File: config.mk
export PLATFORM = sky130hd
export DESIGN_NAME = fwd_hazard_unit
export DESIGN_NICKNAME = d
export VERILOG_FILES = /design/src/rtl/fwd_hazard_unit.sv
export SDC_FILE = /design/constraint.sdc
export NUM_CORES = 1
export LEC_CHECK = 0
export ABC_AREA = 1
export BUFFER_PORTS_ARGS = -buffer_cell sky130_fd_sc_hd__buf_2
export CAP_MARGIN = 10
export CORE_AREA = 4 4 203 205
export DETAILED_ROUTE_END_ITERATION = 10
export DIE_AREA = 0 0 207 209
export GPL_TIMING_DRIVEN = 0
export PLACE_DENSITY_LB_ADDON = 0.15
export SLEW_MARGIN = 20
export SYNTH_ARGS = -nofsm -noshare
export SYNTH_HDL_FRONTEND = slang
export SYNTH_SLANG_ARGS = --single-unit
File: constraint.sdc
create_clock -name Clk -period 4.12 [get_ports Clk]
set_input_delay 0.824 -clock Clk [delete_from_list [all_inputs] [get_ports Clk]]
set_output_delay 0.824 -clock Clk [all_outputs]
set_load 0.02 [all_outputs]
File: src/rtl/fwd_hazard_unit.sv
// Decode-stage operand forwarding with x0 suppression, load-use stall detection,
// per-port Wb hold registers and a saturating stall-cycle counter.
module fwd_hazard_unit #(
  parameter int unsigned NUM_RD_PORTS = 2,
  parameter int unsigned XLEN         = 64,
  parameter int unsigned REG_ADDR_W   = 5,
  parameter int unsigned CNT_W        = 32
) (
  input  logic                            Clk,
  input  logic                            Rst,
  input  logic [XLEN-1:0]                 ExWData,
  input  logic [REG_ADDR_W-1:0]           ExWAddr,
  input  logic                            ExWEn,
  input  logic                            ExWReady,
  input  logic [XLEN-1:0]                 MemWData,
  input  logic [REG_ADDR_W-1:0]           MemWAddr,
  input  logic                            MemWEn,
  input  logic                            MemWReady,
  input  logic [XLEN-1:0]                 WbWData,
  input  logic [REG_ADDR_W-1:0]           WbWAddr,
  input  logic                            WbWEn,
  input  logic [NUM_RD_PORTS*REG_ADDR_W-1:0] RsAddrIn,
  input  logic [NUM_RD_PORTS-1:0]         RsEnIn,
  input  logic [NUM_RD_PORTS*XLEN-1:0]    RfDataIn,
  input  logic                            IdValidIn,
  input  logic                            IdStallIn,
  input  logic                            FlushIn,
  input  logic                            CntClrIn,
  output logic [NUM_RD_PORTS*XLEN-1:0]    RsDataOut,
  output logic [NUM_RD_PORTS*3-1:0]       FwdSrcOut,
  output logic                            HazardStallOut,
  output logic [CNT_W-1:0]                StallCountOut
);

  localparam int unsigned SRC_W = 3;
  localparam logic [SRC_W-1:0] SRC_RF   = 3'd0;
  localparam logic [SRC_W-1:0] SRC_HOLD = 3'd1;
  localparam logic [SRC_W-1:0] SRC_WB   = 3'd2;
  localparam logic [SRC_W-1:0] SRC_MEM  = 3'd3;
  localparam logic [SRC_W-1:0] SRC_EX   = 3'd4;

  logic [NUM_RD_PORTS-1:0] hold_valid_q;
  logic [XLEN-1:0]         hold_data_q [NUM_RD_PORTS];
  logic [NUM_RD_PORTS-1:0] hit_wb;
  logic [NUM_RD_PORTS-1:0] port_stall;
  logic [CNT_W-1:0]        cnt_q, cnt_d;
  logic                    id_fire;

  // Per-port match detection and priority source selection
  for (genvar g = 0; g < NUM_RD_PORTS; g++) begin : g_port
    logic [REG_ADDR_W-1:0] rs_addr;
    logic                  rs_live;
    logic                  hit_ex, hit_mem, hit_hold;
    logic [XLEN-1:0]       data_c;
    logic [SRC_W-1:0]      src_c;

    assign rs_addr   = RsAddrIn[g*REG_ADDR_W +: REG_ADDR_W];
    assign rs_live   = RsEnIn[g] && (rs_addr != '0);
    assign hit_ex    = rs_live && ExWEn  && (ExWAddr  == rs_addr);
    assign hit_mem   = rs_live && MemWEn && (MemWAddr == rs_addr);
    assign hit_wb[g] = rs_live && WbWEn  && (WbWAddr  == rs_addr);
    assign hit_hold  = rs_live && hold_valid_q[g];

    always_comb begin
      src_c  = SRC_RF;
      data_c = (RsEnIn[g] && (rs_addr == '0)) ? '0 : RfDataIn[g*XLEN +: XLEN];
      if (hit_ex) begin
        src_c  = SRC_EX;
        data_c = ExWData;
      end else if (hit_mem) begin
        src_c  = SRC_MEM;
        data_c = MemWData;
      end else if (hit_wb[g]) begin
        src_c  = SRC_WB;
        data_c = WbWData;
      end else if (hit_hold) begin
        src_c  = SRC_HOLD;
        data_c = hold_data_q[g];
      end
    end

    // A not-ready producer stalls; lower stages never substitute for it
    assign port_stall[g] = ((src_c == SRC_EX)  && !ExWReady) ||
                           ((src_c == SRC_MEM) && !MemWReady);

    assign RsDataOut[g*XLEN +: XLEN]   = data_c;
    assign FwdSrcOut[g*SRC_W +: SRC_W] = src_c;
  end

  assign HazardStallOut = IdValidIn && (|port_stall);
  assign id_fire        = IdValidIn && !IdStallIn && !HazardStallOut;

  // Keep Wb results that retire while the consumer is still waiting in ID
  always_ff @(posedge Clk or negedge Rst) begin
    if (!Rst) begin
      hold_valid_q <= '0;
      for (int i = 0; i < NUM_RD_PORTS; i++) hold_data_q[i] <= '0;
    end else if (FlushIn || id_fire) begin
      hold_valid_q <= '0;
    end else if (IdValidIn) begin
      for (int i = 0; i < NUM_RD_PORTS; i++) begin
        if (hit_wb[i]) begin
          hold_valid_q[i] <= 1'b1;
          hold_data_q[i]  <= WbWData;
        end
      end
    end
  end

  always_comb begin
    cnt_d = cnt_q;
    if (CntClrIn) cnt_d = '0;
    else if (HazardStallOut && (cnt_q != {CNT_W{1'b1}})) cnt_d = cnt_q + CNT_W'(1);
  end

  always_ff @(posedge Clk or negedge Rst) begin
    if (!Rst) cnt_q <= '0;
    else      cnt_q <= cnt_d;
  end

  assign StallCountOut = cnt_q;

endmodule

==> results of run 1 <==
logic make-up (layout without fill, tap and decap cells):
family	count (synthesis)	count (layout)	synth area share
compound gates	361	361	0.163
simple gates	1315	1315	0.405
fa+ha+maj	1	1	0.000917
flops	162	162	0.297
buf+inv	363	927	0.112
other cells	0	9	0
xor+xnor	34	34	0.0218
synthesized netlist by cell type, types with 24 or more instances:
master    number
o21ai_0      157
buf_2         36
nor3b_1       39
xor2_1        24
nand2_1      950
inv_1        194
nand3_1      173
clkbuf_1      92
dfrtp_1      162
nor2_1        90
o221ai_1      50
o211ai_1      79
a21oi_1       68
per-stage QoR:
step                      std cells   util  total power, mW
after CTS                      3323  0.447             4.48
final                          3334  0.450             4.48
after global routing           3331  0.449             4.67
after global placement         3284  0.429             2.77
after detailed placement       3285  0.430             2.78
after floorplan                2236      -             2.27
what timing repair did:
item,in CTS,in global routing
buffers inserted,6,2
gates resized for setup,23,42
pin swaps,0,1
setup endpoints to repair,130,102
hold endpoints to repair,0,0
layer usage:
layer	up-vias	wire length, um	global-route usage	share of wire
met5	-	59	0	0.00085
met4	10	1600	0.0830	0.023
met3	87	4580	0.0575	0.066
met2	742	33400	0.521	0.48
met1	8299	30000	0.405	0.43
li1	8358	-	-	-
critical path, cell delays in order:
cell and delay (ns):
buf_2 0.14, nor2_1 0.14, nand4_1 0.16, nand2_1 0.12
inv_2 0.10, nand2_1 0.14, clkbuf_2 0.30, buf_1 0.50
o21ai_0 0.19, nand2_1 0.10, nand3_1 0.12, o221ai_1 0.16
buf_2 0.24
cell type report:
type / count / area (sq um)
fill: 4334 / 21700
multi-input combinational: 1711 / 8100
sequential: 162 / 4050
timing repair buffer: 532 / 2720
buffer: 154 / 796
inverter: 209 / 788
tap: 525 / 657
clock buffer: 18 / 439
clock inverter: 14 / 170
antenna: 9 / 22.5
sequential cells by signal, indices dropped and copies added, names as in the netlist:
| name | count |
|---|---|
| hold_data_q | 128 |
| hold_valid_q | 2 |
| StallCountOut | 32 |
worst paths after layout:
check                      slack, ns                 to  cells after the start        startpoint
min reg2reg                     0.48    hold_data_q[43]                      2   hold_data_q[43]
min in group Clk                0.48    hold_data_q[43]                      2   hold_data_q[43]
max in group asynchronous       2.87    hold_data_q[43]                      2               Rst
max                             0.05      RsDataOut[70]                     13       RsAddrIn[6]
max reg2reg                     1.59  StallCountOut[14]                     12  StallCountOut[0]
min                             0.33  StallCountOut[22]                      1               Rst
layout by cell type (no fill, tap or decap), drive strengths merged, types with 39 or more instances in the layout:
master	n
nor2	94
o211ai	79
nand3	176
buf	589
inv	214
nand2	956
dfrtp	162
a21oi	71
o21ai	157
o221ai	50
nor3b	39
clkbuf	115
report_power, final:
part / internal (mW) / leakage [nW] / total (mW) / switching, mW
Clock: 0.934 / 0.300 / 1.71 / 0.780
Combinational: 0.395 / 7.52 / 1.06 / 0.665
Sequential: 1.66 / 2.24 / 1.71 / 0.0459
Total: 2.99 / 10.1 / 4.48 / 1.49
==> flow_summary.json, run 1 <==
{
  "cp.required_ns": 3.30,
  "cts_tree": "built",
  "hold_buffers": 0,
  "cts_buffers": 17,
  "hold_slack_ns": 0.332,
  "synthesis.nets": 2595,
  "grt_max_degree": 91,
  "async_reset_ff_frac": 1.00,
  "hold_viol": 0,
  "antenna_left": 0,
  "via_count": 17496,
  "syn_inst": 2236,
  "min_path_type": "primary input to asynchronous set/reset pin",
  "final_nets": 3146,
  "synth_edf_count": 0,
  "gp_congestion": 1.00,
  "path_class": "primary input to output port",
  "cts_root_buf": "clkbuf_16",
  "place_ws_ns": -0.581,
  "ir_drop_mv": 0.275,
  "syn_area_sq_mm": 0.0136,
  "yosysTopAreaCell": "dfrtp_1",
  "dpl.hpwl_mm": 55.2,
  "cp.arrival_ns": 3.25,
  "viasPerCell": 5.25,
  "start_kind": "primary input",
  "overflow": 0,
  "tns_ns": 0,
  "post_dp_cell_area_sq_mm": 0.0170,
  "crit_path_end_kind": "output port",
  "status": "finished, final reports clean",
  "htreeDepth": 4,
  "syn_avg_cell_area_sq_um": 6.10,
  "synth_top_area_frac": 0.297,
  "grt_pass1_vias": 17195,
  "die_y_um": 209,
  "start_util": 0.346,
  "p_leak_nw": 10.1,
  "drive_gt1_frac": 0.248,
  "setup_ws_ns": 0.0461,
  "cap_violations": 0,
  "grt.total_usage": 0.308,
  "cts.sinks": 162,
  "fp.dieW_um": 207,
  "pin_count": 525,
  "drt_first_pass_iters": 5,
  "yosys.cell_types.count": 40,
  "ys_seq_area_frac": 0.297,
  "wire_per_inst_um": 20.9,
  "path_max_fanout": 10,
  "antenna_found_initial": 13,
  "rows": 73,
  "max_freq_mhz": 245,
  "ys_ff_latch": 162,
  "clk_latency_ns": 0.45,
  "fp.dieArea_sq_mm": 0.0433,
  "wirelength_mm": 69.6,
  "finalCritPeriodShare": 0.989,
  "setup_viol": 0,
  "syn2layout_area_growth_pct": 30.1,
  "synth.area.top_cells": "dfrtp_1 (30%), nand2_1 (26%), nand3_1 (6.3%)",
  "fin_area_sq_mm": 0.0177,
  "skew_ns": 0.0102,
  "tightest_slew_ns": 1.09,
  "grt_pass1_wl_mm": 104,
  "path_clk_slew_ns": 0.07,
  "cts_buffer_depth": 2,
  "powerDensity_mw_per_mm2": 252,
  "slew_headroom": 0.276,
  "report.final.slew_viol_count": 0,
  "synthFlopType": "dfrtp_1",
  "drc": 0,
  "yosys_warnings": 0,
  "core-area_sq_mm": 0.0395,
  "rsz0062_at_grt": "yes",
  "drt_iter0_drc": 1634,
  "io_buffers": 523,
  "fin_crit_ns": 4.07
}
Note: power is estimated with default switching activity, not from simulation.
==> run 2: changes to the inputs <==
--- a/config.mk
+++ b/config.mk
@@ -8,11 +8,13 @@
 export ABC_AREA = 1
 export BUFFER_PORTS_ARGS = -buffer_cell sky130_fd_sc_hd__buf_2
 export CAP_MARGIN = 10
-export CORE_AREA = 4 4 203 205
+export CELL_PAD_IN_SITES_DETAIL_PLACEMENT = 0
+export CELL_PAD_IN_SITES_GLOBAL_PLACEMENT = 2
+export CORE_ASPECT_RATIO = 1.5
+export CORE_MARGIN = 4
+export CORE_UTILIZATION = 27
 export DETAILED_ROUTE_END_ITERATION = 10
-export DIE_AREA = 0 0 207 209
-export GPL_TIMING_DRIVEN = 0
-export PLACE_DENSITY_LB_ADDON = 0.15
+export PLACE_DENSITY_LB_ADDON = 0.1
 export SLEW_MARGIN = 20
 export SYNTH_ARGS = -nofsm -noshare
 export SYNTH_HDL_FRONTEND = slang
==> run 2 against run 1 <==
Via count shrank 4.5%; sequential share of layout area increased by 0.15 points; wire length up 1.5%; cell area decreased by 0.66%; clock skew is 0.0065 ns higher; highest routed layer unchanged; utilization fell by 9.6 points; critical path depth shrank 3; clock power hardly changed; global-route usage is 5.5 points lower; sequential cell count unchanged; die area up 25%; largest power group is now the clock network.
==> flow_summary.json, run 2 (same netlist as run 1, synthesis figures left out) <==
{
  "finalCritPeriodShare": 0.923,
  "crit_chain": "buf_2 > inv_1 > nand2_1 > nand2_1 > nor2_1 > nand3_1 > nand3_4 > buf_4 > o221ai_1 > buf_2",
  "grt_pass1_wl_mm": 106,
  "final_nets": 3032,
  "largest_register_ffs": 128,
  "combPwrFrac": 0.234,
  "regMostFlops": "hold_data_q",
  "cts_root_buf": "clkbuf_16",
  "skew_ns": 0.0167,
  "critPathTopFamily": "simple AND/OR/NAND/NOR gates",
  "cpPeakStageDelay_ns": 0.51,
  "cp.arrival_ns": 2.98,
  "fp.dieW_um": 192,
  "cts_buffers": 17,
  "setup_viol": 0,
  "layout_common_cells": "nand2_1 (949), buf_2 (523), inv_1 (193)",
  "tightest_slew_ns": 0.910,
  "r2r_end": "StallCountOut[24]",
  "antenna_left": 0,
  "hold_buffers": 0,
  "status": "finished, final reports clean",
  "grtUsageMet3": 0.0448,
  "p_leak_nw": 9.84,
  "r2r_slack_ns": 1.32,
  "die_y_um": 283,
  "crit_path_top_delay_cell": "buf_4",
  "drive_gt1_frac": 0.241,
  "clk_latency_ns": 0.46,
  "min_path_type": "primary input to asynchronous set/reset pin",
  "p_int_mw": 2.99,
  "clkPwrFrac": 0.384,
  "cts_setup_buffers": 0,
  "grt.total_usage": 0.253,
  "grt_pass1_vias": 16764,
  "antenna_found_initial": 37,
  "power.share.sequential": 0.381,
  "via_count": 16710,
  "grtUsageMet2": 0.466,
  "hold_viol": 0,
  "grt.busiest_layer": "met2",
  "cap_violations": 0,
  "drt_first_pass_iters": 5,
  "met1_usage": 0.296,
  "start_kind": "primary input",
  "fp.dieArea_sq_mm": 0.0542,
  "cts.sinks": 162,
  "rsz0062_at_grt": "no",
  "power_switching_mw": 1.47,
  "start_util": 0.274,
  "crit_path_start": "ExWAddr[0]",
  "report.final.slew_viol_count": 0,
  "powerDensity_mw_per_mm2": 253,
  "drc": 0,
  "gp_congestion": 0.872,
  "wirelength_mm": 70.7,
  "path_max_fanout": 30,
  "max_freq_mhz": 263,
  "drt_iter0_drc": 1032,
  "core-area_sq_mm": 0.0498,
  "wire_per_inst_um": 21.0,
  "crit_buf_inv": 4,
  "reg2reg_from": "StallCountOut[0]",
  "rows": 100,
  "htreeDepth": 4,
  "io_buffers": 524,
  "cp.required_ns": 3.30,
  "cts_tree": "built",
  "ir_drop_mv": 0.173,
  "pin_count": 525,
  "crit_path_end_kind": "output port",
  "syn2layout_area_growth_pct": 29.2,
  "tns_ns": 0,
  "overflow": 0,
  "cts_buffer_depth": 2,
  "dpl.hpwl_mm": 52.0,
  "viasPerCell": 4.95,
  "layout_commonest_cell": "nand2_1",
  "grt_max_degree": 68,
  "cts-resized-gates": 0,
  "path_class": "primary input to output port",
  "fin_crit_ns": 3.80,
  "slew_headroom": 0.393,
  "fin_util": 0.354,
  "p_sw_frac": 0.329,
  "rr_worst_depth": 12,
  "path_clk_slew_ns": 0.07
}
## run 2: cell types whose count changed in the layout (fill, tap and decap cells not counted), moves of 13 or more
cell	before	now
clkbuf_1	60	1
buf_6	14	1
buf_2	557	523
clkbuf_2	34	0
diode_2	9	25
buf_4	12	35
buf_12	0	13
## run 2: metal layers
| layer | vias up | share of wire |
|---|---|---|
| li1 | 8138 | - |
| met1 | 7933 | 0.40 |
| met2 | 536 | 0.52 |
| met3 | 83 | 0.056 |
| met4 | 20 | 0.020 |
| met5 | - | 0.0018 |
## run 2: worst max path at each step
stage,end,cells after the start
finish,RsDataOut[72],10
CTS,FwdSrcOut[1],10
detailed placement,FwdSrcOut[1],10
floorplan,FwdSrcOut[1],8
global placement,RsDataOut[6],10
global route,RsDataOut[90],10
## run 2: cell type report
class	instances	area, sq um
clock inverters	12	145
multi-input cells	1711	8140
repair buffers	572	3150
flip-flops and latches	162	4050
fillers	5702	32200
well taps	663	830
clock buffers	20	457
diodes	25	62.6
inverters	209	785
## run 2: power groups by stage
stage | clock network, mW | logic, mW | registers (mW)
6_report | 1.71 | 1.04 | 1.70
2_1_floorplan | 0 | 0.553 | 1.72
5_1_grt | 1.82 | 1.16 | 1.71
4_1_cts | 1.76 | 1.06 | 1.70
3_5_place_dp | 0 | 1.05 | 1.73
3_3_place_gp | 0 | 1.05 | 1.73
## run 2: metrics by stage
step                hold slack (ns)  instances  total power, mW  instance area, sq um  worst slack [ns]
finish                        0.355       3374             4.46                 17600             0.316
detailed placement            0.460       3317             2.78                 17000             0.279
global route                  0.393       3366             4.69                 17600             0.139
CTS                           0.393       3349             4.52                 17600             0.268
global placement              0.456       3317             2.78                 17000             0.248
floorplan                     0.444       2236             2.27                 13600             0.926
